--- src/rtl/uart_receiver_if.sv ---
// uart_receiver_if: received byte, status flags and read acknowledge between the UART receiver and the peripheral registers
interface uart_receiver_if;
  logic       rd_ack;
  logic [7:0] rx_data;
  logic       rx_valid;
  logic       rx_ready;
  logic       rx_overrun;
  logic       rx_ferr;
  logic       rx_busy;
  modport master (input rd_ack, output rx_data, rx_valid, rx_ready, rx_overrun, rx_ferr, rx_busy);
  modport slave (output rd_ack, input rx_data, rx_valid, rx_ready, rx_overrun, rx_ferr, rx_busy);
endinterface

--- src/rtl/uart_receiver.sv ---
// uart_receiver: 16x-oversampled 8N1 UART deframer with sticky ready/overrun/framing-error status
module uart_receiver #(
  parameter int OVERSAMPLE = 16
) (
  input logic             clk,
  input logic             reset,
  input logic             baud_tick,
  input logic             rxd,
  uart_receiver_if.master bus
);
  localparam int TW = $clog2(OVERSAMPLE);
  localparam logic [TW-1:0] HALF = TW'(OVERSAMPLE / 2 - 1);
  localparam logic [TW-1:0] LAST = TW'(OVERSAMPLE - 1);
  typedef enum logic [1:0] {IDLE, START, DATA, STOP} state_t;
  state_t state, state_n;
  logic [TW-1:0] tick_cnt, tick_n;
  logic [2:0] bit_cnt, bit_n;
  logic [7:0] shift, shift_n;
  logic s1, s2, prev, fell, done_ok, done_err;
  assign fell = prev & ~s2;
  assign bus.rx_busy = state != IDLE;
  // two-flop synchronizer plus a history flop for falling-edge detection; idles high
  always_ff @(posedge clk or posedge reset)
    if (reset) {s1, s2, prev} <= 3'b111;
    else {s1, s2, prev} <= {rxd, s1, s2};
  // FSM state, tick/bit counters and shift register
  always_ff @(posedge clk or posedge reset)
    if (reset) begin
      state    <= IDLE;
      tick_cnt <= '0;
      bit_cnt  <= '0;
      shift    <= '0;
    end else begin
      state    <= state_n;
      tick_cnt <= tick_n;
      bit_cnt  <= bit_n;
      shift    <= shift_n;
    end
  // next-state: counters advance only on baud ticks; samples taken mid start bit, then once per bit period
  always_comb begin
    state_n  = state;
    tick_n   = tick_cnt;
    bit_n    = bit_cnt;
    shift_n  = shift;
    done_ok  = 1'b0;
    done_err = 1'b0;
    case (state)
      IDLE: if (fell) begin
        state_n = START;
        tick_n  = '0;
      end
      START: if (baud_tick) begin
        tick_n = tick_cnt + 1'b1;
        if (tick_cnt == HALF) begin
          tick_n  = '0;
          bit_n   = '0;
          state_n = s2 ? IDLE : DATA;
        end
      end
      DATA: if (baud_tick) begin
        tick_n = tick_cnt + 1'b1;
        if (tick_cnt == LAST) begin
          tick_n  = '0;
          shift_n = {s2, shift[7:1]};
          bit_n   = bit_cnt + 3'd1;
          state_n = bit_cnt == 3'd7 ? STOP : DATA;
        end
      end
      STOP: if (baud_tick) begin
        tick_n = tick_cnt + 1'b1;
        if (tick_cnt == LAST) begin
          tick_n   = '0;
          state_n  = IDLE;
          done_ok  = s2;
          done_err = ~s2;
        end
      end
      default: state_n = IDLE;
    endcase
  end
  // status registers: frame completion takes priority over a coincident acknowledge
  always_ff @(posedge clk or posedge reset)
    if (reset) begin
      bus.rx_data    <= '0;
      bus.rx_valid   <= 1'b0;
      bus.rx_ready   <= 1'b0;
      bus.rx_overrun <= 1'b0;
      bus.rx_ferr    <= 1'b0;
    end else begin
      bus.rx_data    <= done_ok ? shift : bus.rx_data;
      bus.rx_valid   <= done_ok;
      bus.rx_ready   <= done_ok | (bus.rx_ready & ~bus.rd_ack);
      bus.rx_overrun <= (bus.rx_overrun | (done_ok & bus.rx_ready)) & ~bus.rd_ack;
      bus.rx_ferr    <= done_err | (bus.rx_ferr & ~bus.rd_ack);
    end
endmodule
--- src/flat_wrapper.sv ---
// flat-port wrapper written by rule: the top's interface ports become plain ports
module uart_receiver_flat 
#(
  parameter int OVERSAMPLE = 16
)
  (clk, reset, baud_tick, rxd, bus_rd_ack, bus_rx_data, bus_rx_valid, bus_rx_ready, bus_rx_overrun, bus_rx_ferr, bus_rx_busy);
  uart_receiver_if bus_i ();
  input logic clk;
  input logic reset;
  input logic baud_tick;
  input logic rxd;
  input wire logic [$bits(bus_i.rd_ack)-1:0] bus_rd_ack;
  output wire logic [$bits(bus_i.rx_data)-1:0] bus_rx_data;
  output wire logic [$bits(bus_i.rx_valid)-1:0] bus_rx_valid;
  output wire logic [$bits(bus_i.rx_ready)-1:0] bus_rx_ready;
  output wire logic [$bits(bus_i.rx_overrun)-1:0] bus_rx_overrun;
  output wire logic [$bits(bus_i.rx_ferr)-1:0] bus_rx_ferr;
  output wire logic [$bits(bus_i.rx_busy)-1:0] bus_rx_busy;
  assign bus_i.rd_ack = bus_rd_ack;
  assign bus_rx_data = bus_i.rx_data;
  assign bus_rx_valid = bus_i.rx_valid;
  assign bus_rx_ready = bus_i.rx_ready;
  assign bus_rx_overrun = bus_i.rx_overrun;
  assign bus_rx_ferr = bus_i.rx_ferr;
  assign bus_rx_busy = bus_i.rx_busy;
  uart_receiver #(.OVERSAMPLE(OVERSAMPLE)) u_core (.clk(clk), .reset(reset), .baud_tick(baud_tick), .rxd(rxd), .bus(bus_i));
endmodule
--- config.mk ---
export PLATFORM = sky130hd
export DESIGN_NAME = uart_receiver_flat
export DESIGN_NICKNAME = d
export VERILOG_FILES = /design/src/rtl/uart_receiver_if.sv /design/src/rtl/uart_receiver.sv /design/src/flat_wrapper.sv
export SDC_FILE = /design/constraint.sdc
export NUM_CORES = 1
export LEC_CHECK = 0
export ABC_AREA = 1
export ABC_CLOCK_PERIOD_IN_PS = 2600
export CELL_PAD_IN_SITES_DETAIL_PLACEMENT = 1
export CELL_PAD_IN_SITES_GLOBAL_PLACEMENT = 1
export CORE_ASPECT_RATIO = 0.8
export CORE_MARGIN = 3
export CORE_UTILIZATION = 44
export CTS_CLUSTER_DIAMETER = 120
export CTS_CLUSTER_SIZE = 10
export DETAILED_ROUTE_END_ITERATION = 8
export GPL_TIMING_DRIVEN = 0
export PLACE_DENSITY_LB_ADDON = 0.1
export SYNTH_ARGS = -nofsm -noshare
export SYNTH_HDL_FRONTEND = slang
export SYNTH_SLANG_ARGS = --single-unit
--- constraint.sdc ---
create_clock -name clk -period 2.6 [get_ports clk]
set_input_delay 0.39 -clock clk [delete_from_list [all_inputs] [get_ports clk]]
set_output_delay 0.39 -clock clk [all_outputs]
set_load 0.01 [all_outputs]
# [Word-level counts from Yosys, hierarchy flattened]
# Cells that the tools add are included.
[op_classes] add_sub_neg=2 n_eq_ne=14 n_mux=27 bitwise=10 reduce_logical=8
[ops] operator="two-way mux 4 bit" count=5
[ops] operator="two-way mux 2 bit" count=8
[ops] operator="two-way mux 3 bit" count=4
[ops] operator="case mux 4 bit (3 select lines)" count=1
[ops] operator="!= test 2 x 1 -> 1 bit (second input constant)" count=5
[ops] operator="case mux 2 bit (4 select lines)" count=1
[ops] operator="two-way mux 1 bit" count=7
[ops] operator="AND reduction 7 bit" count=1
[ops] operator="!= test 2 bit (second input constant)" count=3
[ops] operator="case mux 3 bit (2 select lines)" count=1
[ops] operator="AND reduction 3 bit" count=2
[ops] operator="bitwise AND 1 bit" count=5
[ops] operator="AND reduction 5 bit" count=1
[ops] operator="adder 4 x 1 -> 4 bit (second input constant)" count=1
[ops] operator="equality test 2 bit (second input constant)" count=2
[ops] operator="equality test 4 x 3 -> 1 bit (second input constant)" count=1
[ops] operator="equality test 4 bit (second input constant)" count=1
[ops] operator="nonzero test 2 bit" count=2
[ops] operator="adder 3 x 1 -> 3 bit (second input constant)" count=1
[ops] operator="equality test 3 bit (second input constant)" count=1
[ops] operator="bitwise OR 1 bit" count=3
[ops] operator="equality test 2 x 1 -> 1 bit (second input constant)" count=1
[ops] operator="logical NOT 2 bit" count=1
[ops] operator="NOT 1 bit" count=2
[ops] operator="OR reduction 2 bit" count=1
[totals] reg_bits=32 inputBits=5 output_inout_bits=13 word_cells=73

# [Depth between registers and ports, before layout]
# Gate-level depths: netlist of run 1.
[logic_depth] ltp_word=7 depth_mapped=8 depth_no_buf=8

# [Worst setup path before layout of run 1]
# No wires, ideal clock.
[synth_timing] kind="register -> register" start="reg u_core.tick_cnt[0]" end="reg u_core.bus.rx_data[0]" setup_ns=0.116 arrival_ns=1.237 required_time_ns=2.484 slack_ns=1.247 stages_incl_launch_ff=8 n_path_buf=1 period_less_slack_ns=1.353 path_cell_list="dfrtp_1 ha_1 nand3_4 nor2_8 nand3_4 buf_6 nand2_1 nand2_1"
[synth_between] elab_chain_cells=4
[synth_rtl] item="from (decl)" line="uart_receiver.sv:16" rtl="logic [TW-1:0] tick_cnt, tick_n;"
[synth_rtl] item="from (signal assigned)" line="uart_receiver.sv:35" rtl="tick_cnt <= tick_n;"
[synth_rtl] item="equality test 4 bit" line="uart_receiver.sv:71" rtl="if (tick_cnt == LAST) begin"
[synth_rtl] item="two-way mux 1 bit" line="uart_receiver.sv:71"
[synth_rtl] item="two-way mux 1 bit" line="uart_receiver.sv:69" rtl="STOP: if (baud_tick) begin"
[synth_rtl] item="two-way mux 1 bit" line="uart_receiver.sv:47" rtl="case (state)"
[synth_rtl] item="to (signal assigned)" line="uart_receiver.sv:90" rtl="bus.rx_data <= done_ok ? shift : bus.rx_data;"
[synth_rtl] item="to (decl)" line="uart_receiver_if.sv:10" rtl="modport master (input rd_ack, output rx_data, rx_valid, rx_ready, rx_overrun, rx_ferr, rx_busy);"
# Every way passes these cells.
# A chain may end at the register's enable or synchronous reset.

==> flow_summary.yaml, run 1 <==
grt:
  grt_max_degree: 33
  grt_pass1_wl_mm: 5.33
  track_usage_pct: 16.9
  grt.overflow.total: 0
  grt_pass1_vias: 1120
  antenna_found_initial: 0
critical_path:
  max_stage_delay_ns: 0.48
  worstPathRequired_ns: 2.21
  critical_path.slowest_cell: "clkdlybuf4s50_1"
  cp_cell_sequence: "nor2_1, inv_2, clkdlybuf4s50_1"
  critPathCaptureType: "primary output"
  r2r_start: "u_core.tick_cnt[0]$_DFFE_PP0P_"
  critical_path_class: "flip-flop to primary output"
  cp_data_arrival_time_ns: 1.49
  start_kind: "flip-flop"
  path_max_fanout: 7
place:
  port_buffers: 17
  place_congestion: 0.684
  placed_cell_area_um2: 1660
  dpl.hpwl_mm: 2.03
final_layout:
  layout_common_cells: "nand2_1 (51), dfrtp_1 (29), inv_1 (20)"
  drive_gt1_share_pct: 14.4
  layout_commonest_cell: "nand2_1"
  ff_latch_area_um2: 805
  area_growth_pct: 23.3
  diodes: 0
  final_util_pct: 60.4
  fin_area_um2: 1770
  nets: 187
  multiInputGateArea_um2: 532
  fill_cells: 345
route:
  post_drt_wl_per_cell_um: 13.5
  drc_errors: 0
  drt_iter0_markers: 37
  viasPerCell: 4.97
  vias: 1084
  wirelength_mm: 2.95
  drtPass1Iterations: 4
  final_antenna_net_count: 0
logic_synthesis:
  syn_area_um2: 1440
  synth_cell_types: 19
  yosysSeqAreaShare_pct: 56.0
  postSynthAreaPerCell_um2: 9.34
  syn-num-nets: 162
  synthCells: 154
  ys_warn_count: 0
  ys_ff_latch: 32
die:
  die_h_um: 57.1
  die_w_um: 69.9
  core_region_area_um2: 2940
  initial_core_util_pct: 49.0
  ios: 18
  fp-row-count: 17
  die_area_um2: 3990
cts:
  root_buffer: "clkbuf_8"
  clock_path_buffers: 2
  postCtsSetupBuffers: 0
  cts_buffers: 5
  clk_latency_ns: 0.28
  post_cts_resized: 0
  cts_hold_buf: 0
  clock_sinks: 32
  htreeDepth: 2
  clk_pin_slew_ns: 0.07
  cts_tree: "built"
worst_hold_path:
  hp-start: "u_core.s1$_DFF_PP1_"
  hold_path_class: "flip-flop to flip-flop"
power:
  powerDensity_nw_per_um2: 735
  p_total_mw: 1.30
  vdd_drop_max_uv: 425
  leakage_nw: 0.869
sta:
  skew_ns: 0.00722
  tightest_slew_ns: 0.684
  setup_viol: 0
  holdWs_ns: 0.358
  report.final.slew_viol_count: 0
  rsz0062_at_grt: "no"
  period_needed_ns: 1.88
  fin_crit_sh_pct: 72.2
  fmax_mhz: 532
  slew-limit-headroom_pct: 54.4
  tns_ns: 0
  hold_viol: 0
job:
  maxCapViolations: 0
outcome:
  status: "completed"
## metal layers
metal | global-route usage, % | up-vias | part of all wire, %
li1 | - | 536 | -
met1 | 22.8 | 521 | 47
met2 | 26.2 | 21 | 47
met3 | 4.58 | 6 | 4.0
met4 | 6.56 | 0 | 1.6
met5 | 0 | - | 0
## through the flow
| step | cells | worst slack (ns) |
|---|---|---|
| final | 218 | 0.722 |
| after global routing | 218 | 0.637 |
| after CTS | 217 | 0.712 |
| after detailed placement | 209 | 0.710 |
| after global placement | 209 | 0.755 |
| after floorplan | 154 | 1.25 |
## cell type report
cell class                      instances  area share (%)
Sequential cell                        32            45.4
Multi-Input combinational cell         99            30.0
Timing Repair Buffer                   18            11.2
Clock buffer                            8            5.08
Inverter                               21            4.45
Tap cell                               38            2.68
Buffer                                  2            1.27
## worst max-delay path, delay by kind of cell (launching register included)
| family | cells | cell delay, ns |
|---|---|---|
| flops | 1 | 0.45 |
| simple gates | 1 | 0.19 |
| buf+inv | 2 | 0.56 |
## sequential cells by signal, summed over array words and instances, names as in the netlist, 3 cells and up, named ones only
register and flops:
u_core.shift 8, u_core.bit_cnt 3, u_core.tick_cnt 4, u_core.bus.rx_data 8
## Yosys cell counts (all sizes together)
master,n,area (um^2)
nand2,52,203
xor2,1,8.76
dfstp,3,78.8
nand4,2,12.5
ha,3,37.5
a21oi,2,10.0
dfrtp,29,726
nor2,6,38.8
inv,21,78.8
buf,2,22.5
nand3,9,70.1
or2,1,6.26
o21ai,23,145
## kinds of logic after synthesis
logic type	share of synthesized area (%)
and+or+nand+nor	23.0
DFF	56.0
xor gates and xnor gates	0.609
AOI/OAI and AO/OA	10.8
adders and majority gates	2.61
buffers and inverters	7.05
## worst paths after layout
path                                                     end  slack (ns)  cells past startpoint
max                                              bus_rx_busy        0.72                      3
min                                      u_core.s2$_DFF_PP1_        0.36                      0
max reg2reg                u_core.bus.rx_data[0]$_DFFE_PP0P_        1.07                      7
min reg2reg                              u_core.s2$_DFF_PP1_        0.36                      0
max in group asynchronous                u_core.s1$_DFF_PP1_        1.47                      3
min in group asynchronous  u_core.bus.rx_data[7]$_DFFE_PP0P_        0.52                      2
## power breakdown
group	switching [mW]	internal (mW)
clock network	0.170	0.216
registers	0.0581	0.547
logic	0.200	0.112
total	0.428	0.875
(Power assumes the default switching activity.)
==> run 2, diff against run 1 <==
ABC_CLOCK_PERIOD_IN_PS = 1600   (was 2600)
CORE_UTILIZATION = 37   (was 44)
clock period = 1.6 ns   (was 2.6 ns; I/O delays follow)
==> run 2 against run 1 <==
  * Die area up 17%
  * Non-clock buffer count up 1
  * Highest routed layer unchanged
  * Utilization down 10 points
  * Sequential share of layout area down 0.67 points
  * Clock skew down 0.0019 ns
  * Critical endpoint is now u_core.bus.rx_data[0]$_DFFE_PP0P_
==> flow_summary.yaml, run 2 (same netlist as run 1, synthesis figures left out) <==
route:
  drtPass1Iterations: 4
  drt_iter0_markers: 57
  wl_met2_mm: 1.41
  highest_layer: "met4"
  post_drt_wl_per_cell_um: 13.0
  drc_errors: 0
  viasPerCell: 4.60
  final_antenna_net_count: 0
  met3_length_um: 101
  vias: 1071
  wl_met1_mm: 1.46
  wirelength_mm: 3.02
final_layout:
  nets: 188
  drive_gt1_share_pct: 17.7
  fin_area_um2: 1810
  final_util_pct: 50.4
  reg_top3: "u_core.bus.rx_data: 8 flops, u_core.shift: 8 flops, u_core.tick_cnt: 4 flops"
  diodes: 0
  area_growth_pct: 25.8
  layout_common_cells: "nand2_1 (51), dfrtp_1 (26), inv_1 (19)"
  fill_cells: 410
  layout_commonest_cell: "nand2_1"
power:
  powerDensity_nw_per_um2: 1200
  leakage_nw: 0.864
  vdd_drop_max_uv: 595
  p_total_mw: 2.17
sta:
  setup_viol: 0
  rsz0062_at_grt: "no"
  fin_crit_sh_pct: 90.7
  skew_ns: 0.00530
  hold_viol: 0
  slew-limit-headroom_pct: 80.0
  report.final.slew_viol_count: 0
  fmax_mhz: 689
  tightest_slew_ns: 0.298
  period_needed_ns: 1.45
  holdWs_ns: 0.181
  tns_ns: 0
cts:
  clock_path_buffers: 2
  cts_buffers: 5
  clk_pin_slew_ns: 0.06
  htreeDepth: 2
  clock_sinks: 32
  clk_latency_ns: 0.28
  cts_tree: "built"
  root_buffer: "clkbuf_8"
  cts_hold_buf: 0
grt:
  track_usage_pct: 15.4
  antenna_found_initial: 0
  grt_pass1_wl_mm: 5.14
  grt.overflow.total: 0
  grt_pass1_vias: 1116
  grt_max_degree: 33
critical_path:
  path_max_fanout: 10
  critPathCaptureType: "flip-flop"
  rr_worst_depth: 7
  critical_path_class: "flip-flop to flip-flop"
  worstPathRequired_ns: 1.77
  cp_data_arrival_time_ns: 1.62
  start_kind: "flip-flop"
worst_hold_path:
  hold_path_class: "input pin to async pin"
die:
  die_area_um2: 4670
  ios: 18
  fp-row-count: 19
  die_h_um: 61.8
  core_region_area_um2: 3590
  die_w_um: 75.7
  initial_core_util_pct: 40.0
outcome:
  status: "completed"
place:
  port_buffers: 17
  placed_cell_area_um2: 1670
  place_congestion: 0.774
  dpl.hpwl_mm: 2.21
job:
  maxCapViolations: 0
## run 2: worst max-delay path, cell delays in order (launching register included)
cell and delay [ns]:
dfrtp_2 0.41, ha_4 0.18, nand3_4 0.12, nor2_8 0.17
nand3_4 0.16, buf_6 0.20, nand2_1 0.06, nand2_1 0.04
## run 2: layer usage
layer  global-route usage (%)  vias to the layer above
met2                     24.1                       15
met1                     19.6                      512
li1                         -                      539
met5                        0                        -
met4                     5.99                        0
met3                     5.79                        5
## run 2: report_power, final
| group | switching [mW] | internal, mW |
|---|---|---|
| registers | 0.0946 | 0.897 |
| logic | 0.344 | 0.203 |
| clock network | 0.285 | 0.350 |
## run 2: repair_timing
item	CTS	global route
resized for setup	4	3
setup endpoints to repair	1	15
setup buffers	1	0
gates cloned	0	0
## run 2: final timing paths
check,startpoint,to,slack (ns)
min in group clk,u_core.s1$_DFF_PP1_,u_core.s2$_DFF_PP1_,0.36
setup reg to reg,u_core.tick_cnt[0]$_DFFE_PP0P_,u_core.bus.rx_data[0]$_DFFE_PP0P_,0.15
hold reg to reg,u_core.s1$_DFF_PP1_,u_core.s2$_DFF_PP1_,0.36
setup / recovery,u_core.tick_cnt[0]$_DFFE_PP0P_,u_core.bus.rx_data[0]$_DFFE_PP0P_,0.15
hold / removal,reset,u_core.tick_cnt[3]$_DFFE_PP0P_,0.18
max in group asynchronous,reset,u_core.s1$_DFF_PP1_,0.94
## run 2: final cells by class
class | count | area, um^2 | share of cell area [%]
Buffer | 2 | 22.5 | 1.25
Sequential cell | 32 | 808 | 44.7
Inverter | 21 | 78.8 | 4.36
Tap cell | 52 | 65.1 | 3.60
Timing Repair Buffer | 19 | 196 | 10.9
Clock buffer | 8 | 90.1 | 4.98
Multi-Input combinational cell | 99 | 547 | 30.2
## run 2: stage by stage
| stage | cells | worst slack, ns |
|---|---|---|
| floorplan | 154 | 0.247 |
| global placement | 223 | -0.116 |
| detailed placement | 223 | -0.176 |
| CTS | 232 | 0.00264 |
| global route | 233 | 0.0263 |
| finish | 233 | 0.149 |
==> run 3, diff against run 2 <==
ABC_CLOCK_PERIOD_IN_PS = 1900   (was 1600)
CAP_MARGIN = 25   (was not set)
CORE_UTILIZATION = 44   (was 37)
SETUP_SLACK_MARGIN = 0.1   (was not set)
clock period = 1.9 ns   (was 1.6 ns; I/O delays follow)
==> run 3 against run 2 <==
  * Critical path depth decreased by 4
  * Flip-flop and latch count unchanged
  * Global-route usage increased by 1.6 points
  * First-iteration DRC count decreased by 16%
  * Largest power group unchanged
  * Utilization increased by 9.9 points
  * Sequential power decreased by 16%
  * Die area decreased by 15%
  * Power decreased by 19%
  * Setup slack improved by 0.044 ns
  * Combinational power decreased by 22%
  * Clock power decreased by 23%
==> flow_summary.yaml, run 3 (same netlist as run 1, synthesis figures left out) <==
sta:
  report.final.slew_viol_count: 0
  fmax_mhz: 586
  period_needed_ns: 1.71
  hold_viol: 0
  slew-limit-headroom_pct: 63.4
  tns_ns: 0
  fin_ws_ns: 0.192
  skew_ns: 0.00636
  setup_viol: 0
  fin_crit_sh_pct: 89.9
  tightest_slew_ns: 0.548
  rsz0062_at_grt: "no"
grt:
  grt_pass1_vias: 1152
  grt_max_degree: 22
  track_usage_pct: 17.0
  grt.overflow.total: 0
  grt_pass1_wl_mm: 5.42
  antenna_found_initial: 0
power:
  p_total_mw: 1.75
  vdd_drop_max_uv: 554
  powerDensity_nw_per_um2: 991
  leakage_nw: 0.865
final_layout:
  layout_commonest_cell: "nand2_1"
  reg_top3: "u_core.bus.rx_data: 8 flops, u_core.shift: 8 flops, u_core.tick_cnt: 4 flops"
  fin_area_um2: 1770
  diodes: 0
  area_growth_pct: 23.0
  layout_common_cells: "nand2_1 (51), dfrtp_1 (28), inv_1 (20)"
  drive_gt1_share_pct: 15.6
  nets: 187
place:
  pre_cts_ws_ns: 0.124
  place_congestion: 0.684
  dpl.hpwl_mm: 2.21
  placed_cell_area_um2: 1680
  port_buffers: 17
critical_path:
  start_kind: "flip-flop"
  critical_path_class: "flip-flop to primary output"
  path_max_fanout: 7
  worstPathRequired_ns: 1.62
  critPathCaptureType: "primary output"
  cp_data_arrival_time_ns: 1.42
route:
  viasPerCell: 4.98
  vias: 1085
  drtPass1Iterations: 4
  post_drt_wl_per_cell_um: 13.6
  final_antenna_net_count: 0
  drc_errors: 0
  drt_iter0_markers: 48
  wirelength_mm: 2.98
cts:
  clk_latency_ns: 0.28
  cts_hold_buf: 0
  cts_buffers: 5
  htreeDepth: 2
  clk_pin_slew_ns: 0.06
  clock_path_buffers: 2
  cts_tree: "built"
  clock_sinks: 32
  root_buffer: "clkbuf_8"
die:
  ios: 18
  initial_core_util_pct: 49.0
  fp-row-count: 17
  die_area_um2: 3990
  core_region_area_um2: 2940
  die_w_um: 69.9
  die_h_um: 57.1
worst_hold_path:
  hold_path_class: "flip-flop to flip-flop"
job:
  maxCapViolations: 0
outcome:
  status: "completed"
[run 3: cell count changes in the layout (fill, tap and decap cells not counted), sizes merged]
cell | previous run | this run
buf | 4 | 3
clkbuf | 8 | 7
clkdlybuf4s50 | 16 | 17
dlygate4sd2 | 1 | 0
inv | 20 | 21
[run 3: path summary, 6_finish.rpt]
| path | startpoint | to | slack [ns] | depth (start not counted) |
|---|---|---|---|---|
| max | flip-flop | bus_rx_busy | 0.19 | 3 |
| min | u_core.s1$_DFF_PP1_ | u_core.s2$_DFF_PP1_ | 0.36 | 0 |
| max reg2reg | u_core.tick_cnt[0]$_DFFE_PP0P_ | u_core.bus.rx_data[0]$_DFFE_PP0P_ | 0.37 | 7 |
| min reg2reg | u_core.s1$_DFF_PP1_ | u_core.s2$_DFF_PP1_ | 0.36 | 0 |
| max in group asynchronous | reset | u_core.s2$_DFF_PP1_ | 0.95 | 3 |
| min in group asynchronous | reset | u_core.bus.rx_data[0]$_DFFE_PP0P_ | 0.37 | 2 |
[run 3: layout make-up]
type                       count  area, um^2
clock inverter                 1        5.00
sequential                    32         806
inverter                      21        78.8
multi-input combinational     99         534
buffer                         2        22.5
tap                           38        47.5
timing repair buffer          18         198
fill                         344        1170
clock buffer                   7        76.3
[run 3: routing by layer]
layer  vias to the layer above  GRT usage (%)  share of wire, %
li1                        537              -                 -
met1                       529           23.9                49
met2                        15           26.1                46
met3                         4           4.58               3.4
met4                         0           4.92              0.84
met5                         -              0                 0
[run 3: stage by stage]
stage | util, % | instances | hold slack [ns]
4_1_cts | 60.1 | 218 | 0.360
3_3_place_gp | 56.4 | 209 | 0.347
5_1_grt | 60.2 | 218 | 0.370
3_5_place_dp | 57.3 | 210 | 0.351
2_1_floorplan | - | 154 | 0.289
6_report | 60.2 | 218 | 0.360
[run 3: report_power, final]
group          total (mW)  leakage (nW)  internal [mW]  switching, mW
Clock               0.492        0.0422          0.257          0.235
Combinational       0.428         0.394          0.156          0.272
Sequential          0.833         0.429          0.751         0.0824
Total                1.75         0.865           1.16          0.589
[run 3: what timing repair did]
| item | 4_1_cts | 5_1_grt |
|---|---|---|
| buffers inserted | 0 | 0 |
| resized for setup | 0 | 2 |
| endpoints found under the setup margin | 0 | 1 |
| hold endpoints to repair | 0 | 0 |
[run 3: critical path, stage by stage (launching register included)]
cell and delay (ns):
dfrtp_2 0.45, nor2_2 0.15, inv_2 0.07, clkdlybuf4s50_1 0.48
